==> config.mk <==
export PLATFORM = sky130hd
export DESIGN_NAME = lorenz_step_sequencer
export DESIGN_NICKNAME = d
export VERILOG_FILES = /design/src/rtl/lorenz_pkg.sv /design/src/rtl/lorenz_fx_mul.sv /design/src/rtl/lorenz_step_sequencer.sv
export SDC_FILE = /design/constraint.sdc
export NUM_CORES = 2
export LEC_CHECK = 0
export BUFFER_PORTS_ARGS = -buffer_cell sky130_fd_sc_hd__buf_2
export CAP_MARGIN = 10
export CORE_MARGIN = 4
export CORE_UTILIZATION = 45
export DETAILED_ROUTE_END_ITERATION = 7
export GPL_TIMING_DRIVEN = 0
export SYNTH_ARGS = -nofsm -noshare
export SYNTH_HDL_FRONTEND = slang
export SYNTH_HIERARCHICAL = 1
export SYNTH_SLANG_ARGS = --single-unit
==> constraint.sdc <==
create_clock -name clk -period 15.5 [get_ports clk]
set_clock_uncertainty 0.2 [all_clocks]
set_input_delay 3.1 -clock clk [delete_from_list [all_inputs] [get_ports clk]]
set_output_delay 3.1 -clock clk [all_outputs]
set_load 0.01 [all_outputs]
==> src/rtl/lorenz_pkg.sv <==
// Shared fixed-point types and helpers for the Lorenz step sequencer.
// LORENZ_CLAMP_EN selects saturating narrowing; otherwise narrowing wraps.
package lorenz_pkg;

  localparam int LZ_W     = 32;
  localparam int LZ_FRAC  = 16;
  localparam int LZ_CNT_W = 16;

  typedef enum logic [2:0] {
    ST_IDLE,
    ST_MUL,
    ST_UPD,
    ST_OUT,
    ST_FIN
  } lz_state_t;

  // Product slots; k4..k6 consume results of k0..k3.
  typedef enum logic [2:0] {
    K_SDX = 3'd0,
    K_XRZ = 3'd1,
    K_XY  = 3'd2,
    K_BZ  = 3'd3,
    K_DTX = 3'd4,
    K_DTY = 3'd5,
    K_DTZ = 3'd6
  } lz_prod_t;

  localparam logic signed [2*LZ_W-1:0] LZ_WIDE_MAX = {{(LZ_W+1){1'b0}}, {(LZ_W-1){1'b1}}};
  localparam logic signed [2*LZ_W-1:0] LZ_WIDE_MIN = {{(LZ_W+1){1'b1}}, {(LZ_W-1){1'b0}}};

  function automatic logic signed [LZ_W-1:0] sat_narrow(input logic signed [2*LZ_W-1:0] v);
    if (v > LZ_WIDE_MAX)
      return {1'b0, {(LZ_W-1){1'b1}}};
    else if (v < LZ_WIDE_MIN)
      return {1'b1, {(LZ_W-1){1'b0}}};
    else
      return v[LZ_W-1:0];
  endfunction

  function automatic logic signed [LZ_W-1:0] lz_narrow(input logic signed [2*LZ_W-1:0] v);
`ifdef LORENZ_CLAMP_EN
    return sat_narrow(v);
`else
    return v[LZ_W-1:0];
`endif
  endfunction

endpackage

==> src/rtl/lorenz_fx_mul.sv <==
// Signed fixed-point multiply: full product, floor shift by FRAC, narrow to W.
// Purely combinational; the sequencer registers the result.
module lorenz_fx_mul
  import lorenz_pkg::*;
#(
  parameter int W    = LZ_W,
  parameter int FRAC = LZ_FRAC
) (
  input  logic [W-1:0] a,
  input  logic [W-1:0] b,
  output logic [W-1:0] p
);

  logic signed [2*W-1:0] full;

  assign full = $signed(a) * $signed(b);
  assign p    = lz_narrow(full >>> FRAC);

endmodule

==> src/rtl/lorenz_step_sequencer.sv <==
// Forward-Euler Lorenz stepper on one shared multiplier (LORENZ_CLAMP_EN: saturating math).
// 9 cycles per sample (7 MUL + UPD + OUT); OUT holds until out_ready, abort returns to IDLE.
module lorenz_step_sequencer
  import lorenz_pkg::*;
#(
  parameter int W     = LZ_W,
  parameter int FRAC  = LZ_FRAC,
  parameter int CNT_W = LZ_CNT_W
) (
  input  logic             clk,
  input  logic             reset_n,
  input  logic             start,
  input  logic             abort,
  input  logic [CNT_W-1:0] num_steps,
  input  logic [W-1:0]     init_x,
  input  logic [W-1:0]     init_y,
  input  logic [W-1:0]     init_z,
  input  logic [W-1:0]     sigma,
  input  logic [W-1:0]     rho,
  input  logic [W-1:0]     beta,
  input  logic [W-1:0]     dt,
  output logic             busy,
  output logic             done,
  output logic             out_valid,
  input  logic             out_ready,
  output logic [W-1:0]     out_x,
  output logic [W-1:0]     out_y,
  output logic [W-1:0]     out_z,
  output logic [CNT_W-1:0] step_idx
);

  lz_state_t        state;
  lz_prod_t         k;
  logic [CNT_W-1:0] nsteps;
  logic [W-1:0]     x, y, z;
  logic [W-1:0]     sigma_q, rho_q, beta_q, dt_q;
  logic [W-1:0]     p [7];

  logic [W-1:0]     sub_a, sub_b, diff;
  logic [W-1:0]     mul_a, mul_b, mul_p;
  logic [W-1:0]     nx, ny, nz;

  function automatic logic [W-1:0] add_n(input logic [W-1:0] a, input logic [W-1:0] b,
                                         input logic neg);
    logic [2*W-1:0] ea, eb;
    ea = {{W{a[W-1]}}, a};
    eb = {{W{b[W-1]}}, b};
    return lz_narrow(neg ? ea - eb : ea + eb);
  endfunction

  // One subtractor shared by every slot that needs a difference operand.
  always_comb begin
    sub_a = '0;
    sub_b = '0;
    case (k)
      K_SDX:   begin sub_a = y;     sub_b = x;    end
      K_XRZ:   begin sub_a = rho_q; sub_b = z;    end
      K_DTY:   begin sub_a = p[1];  sub_b = y;    end
      K_DTZ:   begin sub_a = p[2];  sub_b = p[3]; end
      default: begin sub_a = '0;    sub_b = '0;   end
    endcase
  end

  assign diff = add_n(sub_a, sub_b, 1'b1);

  always_comb begin
    mul_a = '0;
    mul_b = '0;
    case (k)
      K_SDX:   begin mul_a = sigma_q; mul_b = diff; end
      K_XRZ:   begin mul_a = x;       mul_b = diff; end
      K_XY:    begin mul_a = x;       mul_b = y;    end
      K_BZ:    begin mul_a = beta_q;  mul_b = z;    end
      K_DTX:   begin mul_a = dt_q;    mul_b = p[0]; end
      K_DTY:   begin mul_a = dt_q;    mul_b = diff; end
      K_DTZ:   begin mul_a = dt_q;    mul_b = diff; end
      default: begin mul_a = '0;      mul_b = '0;   end
    endcase
  end

  lorenz_fx_mul #(.W(W), .FRAC(FRAC)) u_mul (
    .a (mul_a),
    .b (mul_b),
    .p (mul_p)
  );

  assign nx = add_n(x, p[4], 1'b0);
  assign ny = add_n(y, p[5], 1'b0);
  assign nz = add_n(z, p[6], 1'b0);

  always_ff @(posedge clk) begin
    if (!reset_n) begin
      state     <= ST_IDLE;
      k         <= K_SDX;
      nsteps    <= '0;
      x         <= '0;
      y         <= '0;
      z         <= '0;
      sigma_q   <= '0;
      rho_q     <= '0;
      beta_q    <= '0;
      dt_q      <= '0;
      for (int i = 0; i < 7; i++) p[i] <= '0;
      busy      <= 1'b0;
      done      <= 1'b0;
      out_valid <= 1'b0;
      out_x     <= '0;
      out_y     <= '0;
      out_z     <= '0;
      step_idx  <= '0;
    end else if (abort) begin
      // Sample outputs deliberately keep their last values.
      state     <= ST_IDLE;
      k         <= K_SDX;
      busy      <= 1'b0;
      done      <= 1'b0;
      out_valid <= 1'b0;
    end else begin
      done <= 1'b0;
      case (state)
        ST_IDLE: begin
          if (start) begin
            nsteps   <= num_steps;
            x        <= init_x;
            y        <= init_y;
            z        <= init_z;
            sigma_q  <= sigma;
            rho_q    <= rho;
            beta_q   <= beta;
            dt_q     <= dt;
            step_idx <= '0;
            k        <= K_SDX;
            busy     <= 1'b1;
            if (num_steps == '0) begin
              state <= ST_FIN;
              done  <= 1'b1;
            end else begin
              state <= ST_MUL;
            end
          end
        end
        ST_MUL: begin
          p[k] <= mul_p;
          if (k == K_DTZ) begin
            k     <= K_SDX;
            state <= ST_UPD;
          end else begin
            k <= lz_prod_t'(k + 3'd1);
          end
        end
        ST_UPD: begin
          x         <= nx;
          y         <= ny;
          z         <= nz;
          out_x     <= nx;
          out_y     <= ny;
          out_z     <= nz;
          step_idx  <= step_idx + 1'b1;
          out_valid <= 1'b1;
          state     <= ST_OUT;
        end
        ST_OUT: begin
          if (out_ready) begin
            out_valid <= 1'b0;
            if (step_idx < nsteps) begin
              state <= ST_MUL;
            end else begin
              state <= ST_FIN;
              done  <= 1'b1;
            end
          end
        end
        ST_FIN: begin
          busy  <= 1'b0;
          state <= ST_IDLE;
        end
        default: begin
          busy      <= 1'b0;
          out_valid <= 1'b0;
          state     <= ST_IDLE;
        end
      endcase
    end
  end

endmodule

==> out/results.tsv <==
stage	metric	value	unit
cts	clk root buf	clkbuf_16	
pwr	internal power	6540	uW
grt	number of global-route vias before repair	51300	
synthesis	flops & latches, synth	585	
pwr	leakage	0.0303	uW
timing	Final Hold Viols	0	
grt	first-pass GRT wire length	350000	um
setup_path	most frequent CP cell	fa_1	
cts	H-Tree Depth	2	
setup_path	endpoint class of the critical path	flip-flop	
cells_and_area	area grow syn2layout	10.5	%
pwr	Gate power share	0.784	
run	max cap viols	0	
synthesis	ys async rst share	0	
timing	Setup violations, final	0	
detailed_routing	met3 WL	27800	um
floorplanning	# IOs	360	
cells_and_area	fill count	12800	
synthesis	Top FF cell, synth	dfxtp_1	
placement	dpl hpwl	202000	um
cts	setup bufs post-CTS	0	
cells_and_area	fraction of layout cells with a size suffix above 1	0.0768	
synthesis	Synthesized Nets	8016	
detailed_routing	average wire per standard cell	27.4	um
setup_path	WS Path Type	flip-flop to flip-flop	
detailed_routing	Pre-antenna DRT Iters	7	
timing	fin. max-slew vios	1	
grt	gr ovfl total	0	
run_status	failing checks	slew limit	
grt	largest net degree at the start of global routing	33	
worst_hold_path	Hold Path Origin	out_z[30]$_SDFFE_PN0P_	
detailed_routing	vias per cell	5.82	
synthesis	Post-synth EDFFs	192	
pwr	Net Sw Power	8630	uW
pwr	total power	15200	uW
cts	# clock sinks	585	
setup_path	top cell family by delay on the critical path	adder cells	
floorplanning	Die ar.	0.139	mm^2
setup_path	slowest cell delay on critical path	0.99	ns
pwr	part of the power in registers	0.116	
detailed_routing	M1 WL	98800	um
setup_path	Worst Setup Start Kind	flip-flop	
timing	min Tclk post-route	15.41	ns
detailed_routing	Detailed Route Iter0 Violations	6375	
cells_and_area	Final #Nets	8455	
setup_path	Arr. time, crit path	15.72	ns
synthesis	count of cell types in the netlist	94	
run_status	status	complete, but fails checks	
detailed_routing	antenna-violating nets left	0	
floorplanning	core area	0.132	mm^2
synthesis	Mean Syn Cell Area	9.06	um^2
cts	Clock Pin Slew Worst Setup and Hold Paths	0.07	ns
setup_path	CP bufs+invs	8	
synthesis	synthesized area	0.0600	mm^2
timing	Final Cycle Share	0.994	
pwr	PwrDens	229	mW/mm^2
grt	GRT Total Usage	0.342	
timing	Worst Tran Pin Value	1.55	ns
setup_path	Worst setup startpoint	k[1]$_SDFFE_PP0P_	
setup_path	Slowest-stage cell, CP	clkbuf_1	
cts	Inserted Clock Buffers	59	
detailed_routing	met2 routed WL	106000	um
placement	PortBufs	359	
setup_path	WP data required	15.81	ns
timing	Max Fclk	0.0649	GHz
synthesis	synthesis warning total	6	
pwr	Switching Share	0.569	
detailed_routing	DRC Markers	0	
detailed_routing	DRT Wirelength	243000	um
cells_and_area	non-filler instance count after layout	8890	
cts	Max Root-Sink Buffers	3	
floorplanning	Die Width	373	um
synthesis	Gate Count Post-Synth	6624	
setup_path	Crit Path Max Fanout	11	
pwr	Clock Power Share	0.099	
timing	Slew HR	-0.0335	
pwr	worst vdd ir	510	uV
floorplanning	Die H	373	um
floorplanning	initial core utilization	0.455	
detailed_routing	vias after detailed routing	51700	
grt	initial antenna violation count	34	
placement	GPL Wtd Cong	1.03	
cts	CTS tree	done	
placement	placed insts	8756	
worst_hold_path	HP Class	flip-flop to flip-flop	
setup_path	Crit Reg-Reg Startpoint	k[1]$_SDFFE_PP0P_	
synthesis	sequential share of the synthesized area	0.227	
floorplanning	row count	133	
cts	worst-skew pair later-pin latency	0.67	ns
detailed_routing	Top Layer Used	met5	
-- state kept, by name, indices dropped and copies added (netlist names), 32 cells and up --
signal,flops
p,224
beta_q,32
dt_q,32
out_x,32
out_y,32
out_z,32
rho_q,32
sigma_q,32
x,32
y,32
z,32
-- stage by stage --
stage	cell area [um^2]	hold WS, ns	util	TNS [ns]	setup WS (ns)
final	66300	0.249	0.502	0	0.0877
after global routing	66300	0.279	0.502	-0.117	-0.0612
after CTS	66200	0.252	0.502	0	0.183
after detailed placement	64200	0.237	0.487	0	0.303
after global placement	64000	0.237	0.485	-17.85	-0.515
after floorplan	60000	0.243	-	0	4.71
-- timing repair --
action / in CTS / in global routing
hold endpoints to repair: 0 / 0
resized for setup: 0 / 8
endpoints found under the setup margin: 0 / 65
hold buffers: 0 / 0
-- kinds of logic (layout without fill, tap and decap cells) --
group,count (synthesis),after routing,share of synthesized area
flip-flops,585,585,0.227
AND/OR/NAND/NOR,2257,2257,0.177
other,0,23,0
buffers and inverters,1277,1765,0.0802
adder cells (fa/ha/maj),1147,1147,0.345
multiplexers,5,5,0.000855
XOR/XNOR,196,196,0.0286
AO/OA/AOI/OAI,1157,1157,0.142
-- layer usage --
layer	GRT usage	up-vias
met3	0.0901	523
met1	0.472	25900
met4	0.120	8
met2	0.521	2909
met5	0.00515	-
li1	-	22400
-- Yosys cell counts (63+ instances only) --
library cell | count | area share
a21boi_0 | 194 | 0.024
a21o_1 | 82 | 0.010
a21oi_1 | 194 | 0.016
a222oi_1 | 63 | 0.011
a22o_1 | 86 | 0.013
and2_1 | 523 | 0.055
and3_1 | 95 | 0.0099
clkbuf_1 | 391 | 0.024
dfxtp_1 | 393 | 0.13
edfxtp_1 | 192 | 0.096
fa_1 | 842 | 0.28
ha_1 | 305 | 0.064
inv_1 | 859 | 0.054
nand2_1 | 1169 | 0.073
nand3_1 | 63 | 0.0053
nor2_1 | 220 | 0.014
o211a_1 | 65 | 0.011
o21ai_0 | 187 | 0.016
xnor2_1 | 117 | 0.017
xor2_1 | 79 | 0.012
-- path summary, 6_finish.rpt --
path | depth (start not counted) | slack, ns | endpoint
setup / recovery | 40 | 0.09 | p[2][28]$_SDFFCE_PN0P_
hold reg to reg | 1 | 0.25 | out_z[30]$_SDFFE_PN0P_
setup reg to reg | 40 | 0.09 | p[2][28]$_SDFFCE_PN0P_
hold / removal | 1 | 0.25 | out_z[30]$_SDFFE_PN0P_
-- final cells by class --
class	count	area, um^2	area share
Antenna cell	23	57.6	0.000868
Inverter	859	3220	0.0486
Clock inverter	25	245	0.00370
Buffer	418	1590	0.0240
Tap cell	1755	2200	0.0331
Multi-Input combinational cell	4762	41600	0.628
Clock buffer	85	1760	0.0266
Sequential cell	585	13600	0.206
Timing Repair Buffer	378	1980	0.0299
-- power by group through the flow --
stage	registers (uW)	logic (uW)	clock network, uW
final	1770	11900	1500
after global routing	1770	12700	1570
after CTS	1760	11600	1510
after detailed placement	1800	11600	0
after global placement	1800	11400	0
after floorplan	1760	7240	0
-- cell usage in the layout (no fill, tap or decap), types with 62 or more instances in the layout --
| master | Yosys | routed |
|---|---|---|
| fa_1 | 842 | 842 |
| ha_1 | 305 | 305 |
| a222oi_1 | 63 | 63 |
| clkbuf_1 | 391 | 398 |
| nor2_1 | 220 | 220 |
| a21boi_0 | 194 | 194 |
| nand2_1 | 1169 | 1165 |
| a21oi_1 | 194 | 194 |
| xnor2_1 | 117 | 116 |
| buf_2 | 10 | 370 |
| o211a_1 | 65 | 65 |
| inv_1 | 859 | 859 |
| a21o_1 | 82 | 82 |
| clkbuf_16 | 0 | 62 |
| xor2_1 | 79 | 79 |
| and2_1 | 523 | 523 |
| nand3_1 | 63 | 63 |
| a22o_1 | 86 | 86 |
| edfxtp_1 | 192 | 192 |
| o21ai_0 | 187 | 173 |
| dfxtp_1 | 393 | 393 |
| and3_1 | 95 | 95 |
Note: power is estimated with default switching activity, not from simulation.
